$ cat src/rtl/multi_edge_sync.sv
// Multi-channel input conditioner: two-flop synchronizer, tick-paced glitch filter,
// edge pulses, sticky edge flags and a combined, registered interrupt request.
module multi_edge_sync #(
  parameter int unsigned       CH_NUM       = 8,
  parameter int unsigned       FILTER_DEPTH = 4,
  parameter logic [CH_NUM-1:0] INIT_VAL     = '0
) (
  input  logic              clk,
  input  logic              reset_n,
  input  logic              tick,
  input  logic [CH_NUM-1:0] signal_in,
  input  logic [CH_NUM-1:0] rise_en,
  input  logic [CH_NUM-1:0] fall_en,
  input  logic [CH_NUM-1:0] flag_clear,
  output logic [CH_NUM-1:0] signal_out,
  output logic [CH_NUM-1:0] rise_pulse,
  output logic [CH_NUM-1:0] fall_pulse,
  output logic [CH_NUM-1:0] rise_flag,
  output logic [CH_NUM-1:0] fall_flag,
  output logic              irq
);

  localparam int unsigned     CW       = $clog2(FILTER_DEPTH + 1);
  localparam logic [CW-1:0]   CNT_LAST = CW'(FILTER_DEPTH - 1);

  logic [CH_NUM-1:0]         sync1_q, sync2_q;
  logic [CH_NUM-1:0]         signal_out_q, signal_out_d;
  logic [CH_NUM-1:0]         rise_pulse_q, rise_pulse_d;
  logic [CH_NUM-1:0]         fall_pulse_q, fall_pulse_d;
  logic [CH_NUM-1:0]         rise_flag_q, rise_flag_d;
  logic [CH_NUM-1:0]         fall_flag_q, fall_flag_d;
  logic [CH_NUM-1:0][CW-1:0] cnt_q, cnt_d;
  logic                      irq_q, irq_d;

  always_comb begin
    signal_out_d = signal_out_q;
    rise_pulse_d = '0;
    fall_pulse_d = '0;
    cnt_d        = cnt_q;
    if (tick) begin
      for (int unsigned i = 0; i < CH_NUM; i++) begin
        if (sync2_q[i] == signal_out_q[i]) begin
          cnt_d[i] = '0;
        end else if (cnt_q[i] >= CNT_LAST) begin
          // Last qualifying tick: accept the new level on this same edge.
          signal_out_d[i] = sync2_q[i];
          cnt_d[i]        = '0;
          rise_pulse_d[i] = sync2_q[i];
          fall_pulse_d[i] = ~sync2_q[i];
        end else begin
          cnt_d[i] = cnt_q[i] + CW'(1);
        end
      end
    end
    // A set event on the same edge as a clear takes priority.
    rise_flag_d = (rise_flag_q & ~flag_clear) | rise_pulse_d;
    fall_flag_d = (fall_flag_q & ~flag_clear) | fall_pulse_d;
    irq_d       = |((rise_flag_q & rise_en) | (fall_flag_q & fall_en));
  end

  always_ff @(posedge clk or negedge reset_n) begin
    if (!reset_n) begin
      sync1_q      <= INIT_VAL;
      sync2_q      <= INIT_VAL;
      signal_out_q <= INIT_VAL;
      rise_pulse_q <= '0;
      fall_pulse_q <= '0;
      rise_flag_q  <= '0;
      fall_flag_q  <= '0;
      cnt_q        <= '0;
      irq_q        <= 1'b0;
    end else begin
      sync1_q      <= signal_in;
      sync2_q      <= sync1_q;
      signal_out_q <= signal_out_d;
      rise_pulse_q <= rise_pulse_d;
      fall_pulse_q <= fall_pulse_d;
      rise_flag_q  <= rise_flag_d;
      fall_flag_q  <= fall_flag_d;
      cnt_q        <= cnt_d;
      irq_q        <= irq_d;
    end
  end

  assign signal_out = signal_out_q;
  assign rise_pulse = rise_pulse_q;
  assign fall_pulse = fall_pulse_q;
  assign rise_flag  = rise_flag_q;
  assign fall_flag  = fall_flag_q;
  assign irq        = irq_q;

endmodule

$ cat config.mk
export PLATFORM = sky130hd
export DESIGN_NAME = multi_edge_sync
export DESIGN_NICKNAME = d
export VERILOG_FILES = /design/src/rtl/multi_edge_sync.sv
export SDC_FILE = /design/constraint.sdc
export NUM_CORES = 1
export LEC_CHECK = 0
export CAP_MARGIN = 25
export CELL_PAD_IN_SITES_DETAIL_PLACEMENT = 1
export CELL_PAD_IN_SITES_GLOBAL_PLACEMENT = 2
export CORE_ASPECT_RATIO = 1.2
export CORE_MARGIN = 3
export CORE_UTILIZATION = 46
export CTS_BUF_LIST = sky130_fd_sc_hd__clkbuf_2 sky130_fd_sc_hd__clkbuf_4 sky130_fd_sc_hd__clkbuf_8
export DETAILED_ROUTE_END_ITERATION = 8
export DONT_BUFFER_PORTS = 1
export PLACE_DENSITY_LB_ADDON = 0.1
export SYNTH_ARGS = -nofsm -noshare
export SYNTH_HDL_FRONTEND = slang
export SYNTH_SLANG_ARGS = --single-unit
$ cat constraint.sdc
create_clock -name clk -period 3.6 [get_ports clk]
set_input_delay 0.54 -clock clk [delete_from_list [all_inputs] [get_ports clk]]
set_output_delay 0.54 -clock clk [all_outputs]
set_load 0.02 [all_outputs]
[Word-level counts from Yosys, hierarchy flattened]
Cells that the tools add are included.
Word-level totals
  bits in registers: 81
  logic and storage cells: 130
  bits of input ports: 35
Operators by class
  bitwise logic cells: 24
  $lt $le $gt $ge: 8
  mux-type cells: 50
  eq/ne operators: 8
  reductions and logical operators: 9
  add/sub/neg operators: 8
Operator list (number)
  3-bit 2-to-1 mux: 16
  8-bit bitwise AND: 4
  1-bit 2-to-1 mux: 32
  3-bit by 1-bit adder with 3-bit output (second input constant): 8
  3-bit by 2-bit greater-or-equal comparator with 1-bit output (second input constant): 8
  8-bit OR: 3
  3-bit AND reduction: 8
  8-bit 2-to-1 mux: 2
  1-bit inverter: 16
  1-bit equality test: 8
  8-bit inverter: 1
  8-bit OR reduction: 1

[Longest topological paths before layout]
Gate-level depths: netlist (run 1).
  word-level depth: 5
  depth in mapped cells: 5
  mapped depth without buffers: 5

[Worst setup path before layout (run 1)]
OpenSTA, ideal clock, no wires.
  path kind: register to register
  start: register cnt_q[9] in the netlist's numbering
  end: register signal_out_q[3], in the netlist signal_out[3]
  cell stages (with the launch flop): 6
  buffers on the path: 0
  arrival time: 1.481 ns
  required time: 3.475 ns
  clock period less this slack: 1.605 ns
  setup slack: 1.995 ns
  path through: dfrtp_1 > ha_1 > ha_1 > a211o_1 > nand2_1 > mux2_2
On the way
  word-level cells in the longest chain between the ends: 2
Ends and longest elaborated chain
  start, declared: RTL line 32  | logic [CH_NUM-1:0][CW-1:0] cnt_q, cnt_d;
  start signal, assigned: RTL line 80  | cnt_q <= cnt_d;
  3-bit by 2-bit greater-or-equal comparator with 1-bit output: RTL line 44  | end else if (cnt_q[i] >= CNT_LAST) begin
  3-bit AND reduction (no line)
  end signal, assigned: RTL line 75  | signal_out_q <= signal_out_d;
  end, declared: RTL line 27  | logic [CH_NUM-1:0] signal_out_q, signal_out_d;
No other way between the ends.
A chain may end at the register's enable or synchronous reset.

[Worst setup path after layout (run 1)]
Same ends and word-level chain as after synthesis.

==> run metrics, run 1 <==
Async SR Flop Fraction=100%; Post-synth EDFFs=0; Synth Register Bits=81; fmax=a little under 600 MHz; CP Capture Type=flip-flop; Leakage=between 1.5 and 2 nW; total negative slack=0 ns; via-per-instance ratio=5.67; Worst EP arrival=1.94 ns; Fin Clk Skew=0.0125 ns; CP top delay family=flip-flops; CP Class=reg2reg; Initial Util=between 40% and 50%; worst path bufs/invs=0; die area=8140 um2; global route overflow=0; Setup-failing EPs final=0; clock buffer depth=2; share of layout cells above drive strength 1=8.82%; DRT iter0 DRCs=36; GRT Total Usage=15.8%; Final Max Slew Viols=0; H-Tree Depth=3; dominant cell type by area after synthesis=dfrtp_1; post-route ant nets=0; sw frac=between 30% and 40%; CTS root buffer=clkbuf_8; Setup Fix Bufs, Post-CTS=0; Die Ht=98.3 um; Worst Tran Pin Value=0.691 ns; NumNets Final=around 320; cell mode on critical path=ha_1; Synth top area share=62.1%; vias=around 2000; Cell variety after synth=23; final RePlAce weighted congestion=0.713; Warnings, synthesis=0; Fin. Hold Viols=0; critical path cell sequence=ha_1 > ha_1 > a211o_1 > nand2_1 > mux2_2; first-pass GRT wire length=10.1 mm; period utilisation layout=47.4%; Worst slew margin=53.9%; Area Growth Syn to Fin=10.9%; Worst-path clk slew=0.08 ns; post-synthesis sequential area ratio=62.1%; DPL Wire Length=about 4.2 mm; crit path max fanout=5; CP Data Required Time=3.83 ns; top post-synthesis cells by count=dfrtp_1, inv_1, ha_1, o22ai_1; top cells by area in the synthesized netlist=dfrtp_1, ha_1, inv_1; Hold Crit Class=in2async; Syn Nets=311; CP peak stage delay=0.42 ns; Pint=roughly 1.9 mW; CP startpoint kind=flip-flop; RSZ-0062 raised after global routing=false; Clk pwr share=28.6%; dpl ws=1.91 ns; Ant. Diodes=0; max_cap viols=0; Clock Latency Late Sink=0.35 ns; largest net degree at the start of global routing=82; Cell Area, Synth=3260 um2; P_sw=roughly 940 uW; Final Core Density=between 50% and 60%; PnR worst setup slack=1.89 ns; Seq pwr share=50.2%; syn_area_per_cell=12.6 um2; Ports=76; fillers=726; DRC=0; Syn Inst Count=260; most frequent cell after synthesis=dfrtp_1; status=finished, final reports clean; CTS Sinks=81; vias in the first global route=about 2300; num rows=33; core area=6850 um2; Worst VDD drop=about 0.00034 V; CTS tree=built; Crit-path slowest cell=dfrtp_1; Total Wirelength=6.06 mm; drt first pass iters=3; total power divided by cell area=780 nW/um2; Comb pwr share=a little over a fifth; Routed wire per std cell=16.9 um; total CTS buffers=9; min Tclk post-route=1.71 ns; count of input and output buffers=0; initial antenna violation count=0; Die Width=between 80 and 90 um; Synth Flop Type=dfrtp_1
routing by layer:
layer	global-route usage (%)	vias up	share of wire, %
met2	26.3	71	49
met1	18.4	1018	42
li1	-	934	-
met3	4.39	14	6.6
met5	0	-	0
met4	8.68	0	2.4
flip-flops by register name, summed over array words and instances, names as in the netlist:
register	count
fall_flag	8
sync2_q	8
rise_pulse	8
cnt_q	24
sync1_q	8
irq	1
fall_pulse	8
signal_out	8
rise_flag	8
worst paths after layout:
check	from	to	slack (ns)	cells past startpoint
min in group clk	signal_in[4]	sync1_q[4]	0.21	0
max	cnt_q[9]	signal_out[3]	1.89	5
min reg2reg	sync1_q[1]	sync2_q[1]	0.35	0
max in group asynchronous	reset_n	sync2_q[7]	3.20	1
max reg2reg	cnt_q[9]	signal_out[3]	1.89	5
min	reset_n	fall_pulse[3]	0.08	1
layout by cell type, fill, tap and decap left out, types with 8 or more instances in the layout:
master	netlist	final
dfrtp_1	81	81
inv_1	37	37
o22ai_1	16	16
ha_1	16	16
a211o_1	12	12
nor3_1	12	12
nand2b_1	12	12
clkbuf_8	0	10
nand2_1	9	9
nor2_1	8	8
o32ai_1	8	8
a22o_1	8	8
o2bb2ai_1	8	8
mux2i_1	8	8
cells by family after synthesis:
| family | share of synthesized area, % |
|---|---|
| multiplexers | 3.83 |
| AND/OR/NAND/NOR | 7.78 |
| buffers and inverters | 5.25 |
| XOR/XNOR | 1.07 |
| AO/OA/AOI/OAI | 13.8 |
| flip-flops | 62.1 |
| adder cells (fa/ha/maj) | 6.13 |
through the flow:
step,std cells,area [um2],power (mW),hold slack (ns)
floorplan,260,3260,1.87,0.244
global placement,342,3340,2.00,0.246
detailed placement,342,3340,2.03,0.246
CTS,359,3620,2.87,0.0882
global route,359,3620,3.02,0.0847
finish,359,3620,2.82,0.0778
cell type report:
cell class	count	area, um2	share of cell area, %
Sequential cell	81	2030	56.0
Multi-Input combinational cell	137	1060	29.4
Inverter	37	139	3.84
Clock buffer	10	138	3.80
Clock inverter	6	115	3.18
Tap cell	87	109	3.01
Timing Repair Buffer	1	27.5	0.760
power by group through the flow:
stage | combinational (mW) | clock, mW | sequential (mW)
after floorplan | 0.487 | 0 | 1.38
after global placement | 0.567 | 0 | 1.43
after detailed placement | 0.587 | 0 | 1.44
after CTS | 0.613 | 0.835 | 1.42
after global routing | 0.705 | 0.865 | 1.45
final | 0.598 | 0.808 | 1.42
repair_timing:
action	4_1_cts	5_1_grt
endpoints found under the setup margin	0	0
hold endpoints to repair	81	0
hold buffers	1	0
resized for setup	0	0
Power figures use the tool's default switching activity.
==> inputs of run 2 (changes only) <==
CORE_UTILIZATION = 43   (was 46)
clock period = 1.65 ns   (was 3.6 ns; I/O delays follow)
==> run 2 against run 1 <==
Effect of this change: the flow now finishes with violations (hold timing); wire length rose by 13%; register-to-register slack got worse by 1.8 ns; worst setup slack got worse by 1.8 ns; global-route usage is 0.99 points higher; largest power group unchanged; combinational power grew to 2.5 times the previous value; highest routed layer unchanged; non-clock buffer count increased by 29; sequential cell count did not move; total power increased by 120%; critical path depth unchanged; worst hold slack got worse by 0.49 ns; die area rose by 6.5%; maximum frequency is 7.8% higher.
==> run metrics, run 2 (synthesis results as in run 1) <==
status=finished with violations; failing checks=hold timing; most frequent cells in the layout=dfrtp_1, inv_1, dlygate4sd3_1, o22ai_1, ha_1; Total Wirelength=6.86 mm (+13%); CTS root buffer=clkbuf_8; CP peak stage delay=0.41 ns (about the same); critical path cell sequence=ha_1 > ha_1 > a211o_1 > nand2_2 > mux2_2; Routed wire per std cell=17.5 um (+4.0%); clock buffer depth=2 (unchanged); Cell Area, Placed=3410 um2 (+2.1%); final RePlAce weighted congestion=0.701 (-1.7%); GRT Total Usage=16.8% (+0.99 points); Ports=76 (unchanged); min Tclk post-route=1.58 ns (-0.123 ns); vias in the first global route=2313 (+2.4%); first-pass GRT wire length=11.2 mm (+10%); CP Capture Type=flip-flop; Leakage=1.85 nW (+6.6%); largest net degree at the start of global routing=82 (unchanged); total power divided by cell area=1600 nW/um2 (+110%); RSZ-0062 raised after global routing=true; worst hold slack=-0.416 ns (-0.493 ns); total CTS buffers=9 (unchanged); vias=2133 (+4.7%); H-Tree Depth=3 (unchanged); Area Growth Syn to Fin=18.6%; period utilisation layout=95.9% (+49 points); Hold Crit Class=in2async; num rows=34 (+3.0%); cell mode on critical path=ha_1; total negative slack=0 ns (unchanged); most common cell after layout, fill and taps aside=dfrtp_1; Worst VDD drop=0.000706 V (+110%); hold_buf cts=17 (+16); DPL Wire Length=4.53 mm (+7.0%); Worst slew margin=65.0% (+11 points); Worst-path clk slew=0.09 ns (about the same); Worst EP arrival=1.82 ns (-0.12 ns); Final Max Slew Viols=0 (unchanged); count of input and output buffers=0 (unchanged); CP Data Required Time=1.89 ns (-1.94 ns); Crit-path slowest cell=dfrtp_1; core area=7320 um2 (+6.8%); max reg flops=24 (unchanged); Pwr Total=6.19 mW (+120%); CP Class=reg2reg; via-per-instance ratio=5.46 (-3.9%); fmax=632 MHz (+7.8%); Clock Latency Late Sink=0.35 ns (about the same); Biggest register=cnt_q; die area=8670 um2 (+6.5%); drt first pass iters=4 (+1); post-route ant nets=0 (unchanged); Die Ht=101 um (+3.2%); CP startpoint kind=flip-flop; share of layout cells above drive strength 1=14.6% (+5.8 points); NumNets Final=347 (+9.1%); max_cap viols=0 (unchanged); CTS Sinks=81 (unchanged); post-route cell area=3870 um2 (+6.9%); CTS tree=built; DRT iter0 DRCs=48 (+33%); Fin. Hold Viols=81 (+81); Setup-failing EPs final=0 (unchanged); Initial Util=44.6% (-3.0 points); DRC=0 (unchanged); Worst Tran Pin Value=0.523 ns (-0.168 ns); crit path max fanout=3 (-2); Ant. Diodes=0 (unchanged); initial antenna violation count=0 (unchanged); global route overflow=0 (unchanged); Die Width=85.5 um (+3.2%); Fin Clk Skew=0.00684 ns (-0.00567 ns)
-- run 2: cell types whose count changed in the layout (fill, tap and decap cells not counted) --
cell           previous run  this run
dlygate4sd3_1             0        17
buf_4                     0        12
nand2_1                   9         5
nand2_2                   3         7
clkinv_2                  0         2
ha_1                     16        14
ha_2                      0         2
o2bb2ai_1                 8         6
o2bb2ai_2                 0         2
buf_12                    0         1
buf_16                    1         0
bufinv_16                 3         2
clkbuf_8                 10         9
-- run 2: layout make-up --
| class | instances | area, um2 |
|---|---|---|
| multi-input cells | 137 | 1090 |
| well taps | 90 | 113 |
| repair buffers | 30 | 280 |
| clock inverters | 7 | 95.1 |
| clock buffers | 9 | 124 |
| flip-flops and latches | 81 | 2030 |
| inverters | 37 | 139 |
| fillers | 764 | 3450 |
-- run 2: worst max-delay path, delay by kind of cell, from the launching register on --
family,cells,cell delay (ns)
adder cells (fa/ha/maj),2,0.37
AO/OA/AOI/OAI,1,0.29
AND/OR/NAND/NOR,1,0.09
multiplexers,1,0.32
flip-flops,1,0.41
-- run 2: timing repair --
item,in CTS,in global routing
gates resized for setup,0,8
setup buffers,0,6
hold endpoints to repair,117,81
setup endpoints to repair,0,7
-- run 2: worst paths after layout --
check | start | to | slack [ns] | cells after the start
max in group asynchronous | reset_n | cnt_q[4] | 1.96 | 0
hold / removal | reset_n | rise_pulse[2] | -0.42 | 0
min in group clk | tick | cnt_q[7] | 0.03 | 2
setup reg to reg | cnt_q[15] | signal_out[5] | 0.07 | 5
hold reg to reg | sync1_q[6] | sync2_q[6] | 0.35 | 0
setup / recovery | cnt_q[15] | signal_out[5] | 0.07 | 5
-- run 2: routing by layer --
layer / share of wire (%) / GRT usage, % / up-vias
li1: - / - / 993
met5: 0 / 0 / -
met4: 1.8 / 7.67 / 0
met1: 44 / 21.1 / 1068
met2: 49 / 27.6 / 63
met3: 5.4 / 3.74 / 9
-- run 2: where the power goes --
part / leakage (nW) / switching, mW / internal, mW / total (mW)
sequential: 1.06 / 0.666 / 2.41 / 3.08
combinational: 0.684 / 0.729 / 0.796 / 1.52
clock: 0.109 / 0.734 / 0.852 / 1.59
total: 1.85 / 2.13 / 4.06 / 6.19
-- run 2: per-stage QoR --
step           util, %  cells  setup slack [ns]
2_1_floorplan        -    260            0.0446
6_report          52.9    391            0.0680
3_3_place_gp      46.6    352            0.0768
4_1_cts           51.9    385            0.0246
3_5_place_dp      46.6    352            0.0318
5_1_grt           52.9    391          -0.00337
==> inputs of run 3 (changes only) <==
ABC_AREA = 1   (was default)
CORE_UTILIZATION = 39   (was 43)
==> run 3 against run 2 <==
Effect of this change: largest power group unchanged; clock power down 7%; total power down 3.9%; cell count increased by 32%; wire length decreased by 2.4%; combinational power down 11%; the run still ends with hold timing left; cell area grew 1.3%.
==> run metrics, run 3 <==
Initial Util=40.5% (-4.1 points); Clock Latency Late Sink=0.35 ns (about the same); first-pass GRT wire length=11.6 mm (+3.7%); CP startpoint kind=flip-flop; vias=2427 (+14%); CTS root buffer=clkbuf_8; Worst Tran Pin Value=0.423 ns (-0.100 ns); most frequent cells in the layout=nand2_1, dfrtp_1, inv_1, nand3b_1, nand3_1; initial antenna violation count=0 (unchanged); Async SR Flop Fraction=100% (unchanged); Ports=76 (unchanged); hold_buf cts=8 (-9); core area=8660 um2 (+18%); Final Core Density=45.3% (-7.6 points); period utilisation layout=83.2% (-13 points); top post-synthesis cells by count=nand2_1, dfrtp_1, inv_1; count of input and output buffers=0 (unchanged); Hold Crit Class=in2async; drt first pass iters=3 (-1); Cell Area, Placed=3630 um2 (+6.5%); storage element area=2030 um2 (unchanged); fillers=1033 (+35%); Setup-failing EPs final=0 (unchanged); Synth Flop Type=dfrtp_1; Warnings, synthesis=0 (unchanged); Worst slew margin=71.7% (+6.7 points); Synth Register Bits=81 (unchanged); Cell Area, Synth=3510 um2 (+7.4%); post-route cell area=3920 um2 (+1.3%); CTS tree=built; largest net degree at the start of global routing=82 (unchanged); clock buffer depth=2 (unchanged); Syn Inst Count=380 (+46%); total CTS buffers=9 (unchanged); most frequent cell after synthesis=nand2_1; CP Data Required Time=1.94 ns (+0.05 ns); crit path max fanout=4 (+1); Die Width=92.6 um (+8.2%); syn_area_per_cell=9.23 um2 (-26%); PnR worst setup slack=0.276 ns (+0.208 ns); GRT Total Usage=14.8% (-1.9 points); status=finished with violations; Final Max Slew Viols=0 (unchanged); Worst VDD drop=0.000885 V (+25%); CP Capture Type=flip-flop; Setup Fix Bufs, Post-CTS=0 (unchanged); Biggest register=cnt_q; FF-to-FF path depth=7 (+2); share of layout cells above drive strength 1=8.23% (-6.4 points); H-Tree Depth=3 (unchanged); most common cell after layout, fill and taps aside=nand2_1; post-route ant nets=0 (unchanged); Syn Nets=431 (+39%); max reg flops=24 (unchanged); Routed wire per std cell=12.9 um (-26%); CTS Sinks=81 (unchanged); total negative slack=0 ns (unchanged); Pwr Total=5.95 mW (-3.9%); post-synthesis sequential area ratio=57.8% (-4.3 points); area occupied by multi-input gates=1250 um2 (+14%); RSZ-0062 raised after global routing=false; CP Class=reg2reg; global route overflow=0 (unchanged); NumNets Final=447 (+29%); DPL Wire Length=4.74 mm (+4.5%); final RePlAce weighted congestion=0.709 (+1.1%); Cell variety after synth=13 (-43%); worst hold slack=-0.415 ns (+0.000183 ns); dominant cell type by area after synthesis=dfrtp_1; failing checks=hold timing; Leakage=2.21 nW (+19%); min Tclk post-route=1.37 ns (-0.208 ns); dpl ws=0.290 ns (+0.258 ns); Total Wirelength=6.69 mm (-2.4%); CTS resizes=0 (unchanged); Ant. Diodes=0 (unchanged); Die Ht=110 um (+8.3%); Synth top area share=57.8% (-4.3 points); Worst-path clk slew=0.08 ns (about the same); max_cap viols=0 (unchanged); Post-synth EDFFs=0 (unchanged); DRT iter0 DRCs=68 (+42%); Fin Clk Skew=0.00453 ns (-0.00231 ns); total power divided by cell area=1520 nW/um2 (-5.1%); top cells by area in the synthesized netlist=dfrtp_1, nand2_1, inv_1; via-per-instance ratio=4.69 (-14%); fmax=728 MHz (+15%); vias in the first global route=2536 (+9.6%); Area Growth Syn to Fin=11.8%; die area=10200 um2 (+17%); DRC=0 (unchanged); Worst EP arrival=1.66 ns (-0.16 ns); Fin. Hold Viols=81 (unchanged); num rows=37 (+8.8%)
[run 3: cell types whose count changed in the layout (fill, tap and decap cells not counted), sizes merged, moves of 9 or more]
cell / change
nor2: +14
inv: +18
nand2: +146
nand2b: -12
nor3: -12
o22ai: -16
buf: -13
nand3: +24
nand3b: +20
dlygate4sd3: -9
a211o: -12
[run 3: layout make-up]
cell class | count | area share (%)
multi-input cells | 241 | 31.9
flip-flops and latches | 81 | 51.7
well taps | 117 | 3.73
clock inverters | 1 | 0.128
inverters | 55 | 5.26
repair buffers | 8 | 2.04
clock buffers | 15 | 5.26
[run 3: cell families (layout without fill, tap and decap cells)]
group,after synthesis,after routing,synth area share (%)
fa+ha+maj,16,16,5.71
flops,81,81,57.8
simple gates,225,225,29.9
buf+inv,58,79,6.53
[run 3: where the power goes]
group,total [mW],switching [mW],internal (mW)
clock network,1.48,0.686,0.793
registers,3.11,0.674,2.44
logic,1.36,0.834,0.527
[run 3: stage by stage]
stage	hold WS, ns	cells
2_1_floorplan	-0.0481	380
3_3_place_gp	-0.0461	494
3_5_place_dp	-0.0460	494
4_1_cts	-0.445	518
5_1_grt	-0.447	518
6_report	-0.415	518
[run 3: final timing paths]
path / from / to / slack [ns]
worst max-delay path: cnt_q[12] / cnt_q[13] / 0.28
worst min-delay path: reset_n / fall_pulse[0] / -0.42
worst max register to register: cnt_q[12] / cnt_q[13] / 0.28
worst min register to register: sync1_q[7] / sync2_q[7] / 0.35
max in group asynchronous: reset_n / fall_flag[6] / 1.96
min in group clk: flag_clear[7] / fall_flag[7] / 0.05
[run 3: layer usage]
metal	vias to the layer above	global-route usage (%)	share of wire (%)
li1	1185	-	-
met1	1165	17.1	43
met2	66	25.6	48
met3	11	3.01	5.5
met4	0	8.60	2.7
met5	-	0	0
[run 3: worst max-delay path, stage by stage, from the launching register on]
cell,delay (ns)
dfrtp_1,0.42
ha_1,0.22
ha_1,0.17
inv_1,0.05
nand3_1,0.15
inv_1,0.14
nand3_1,0.09
nand2_1,0.07
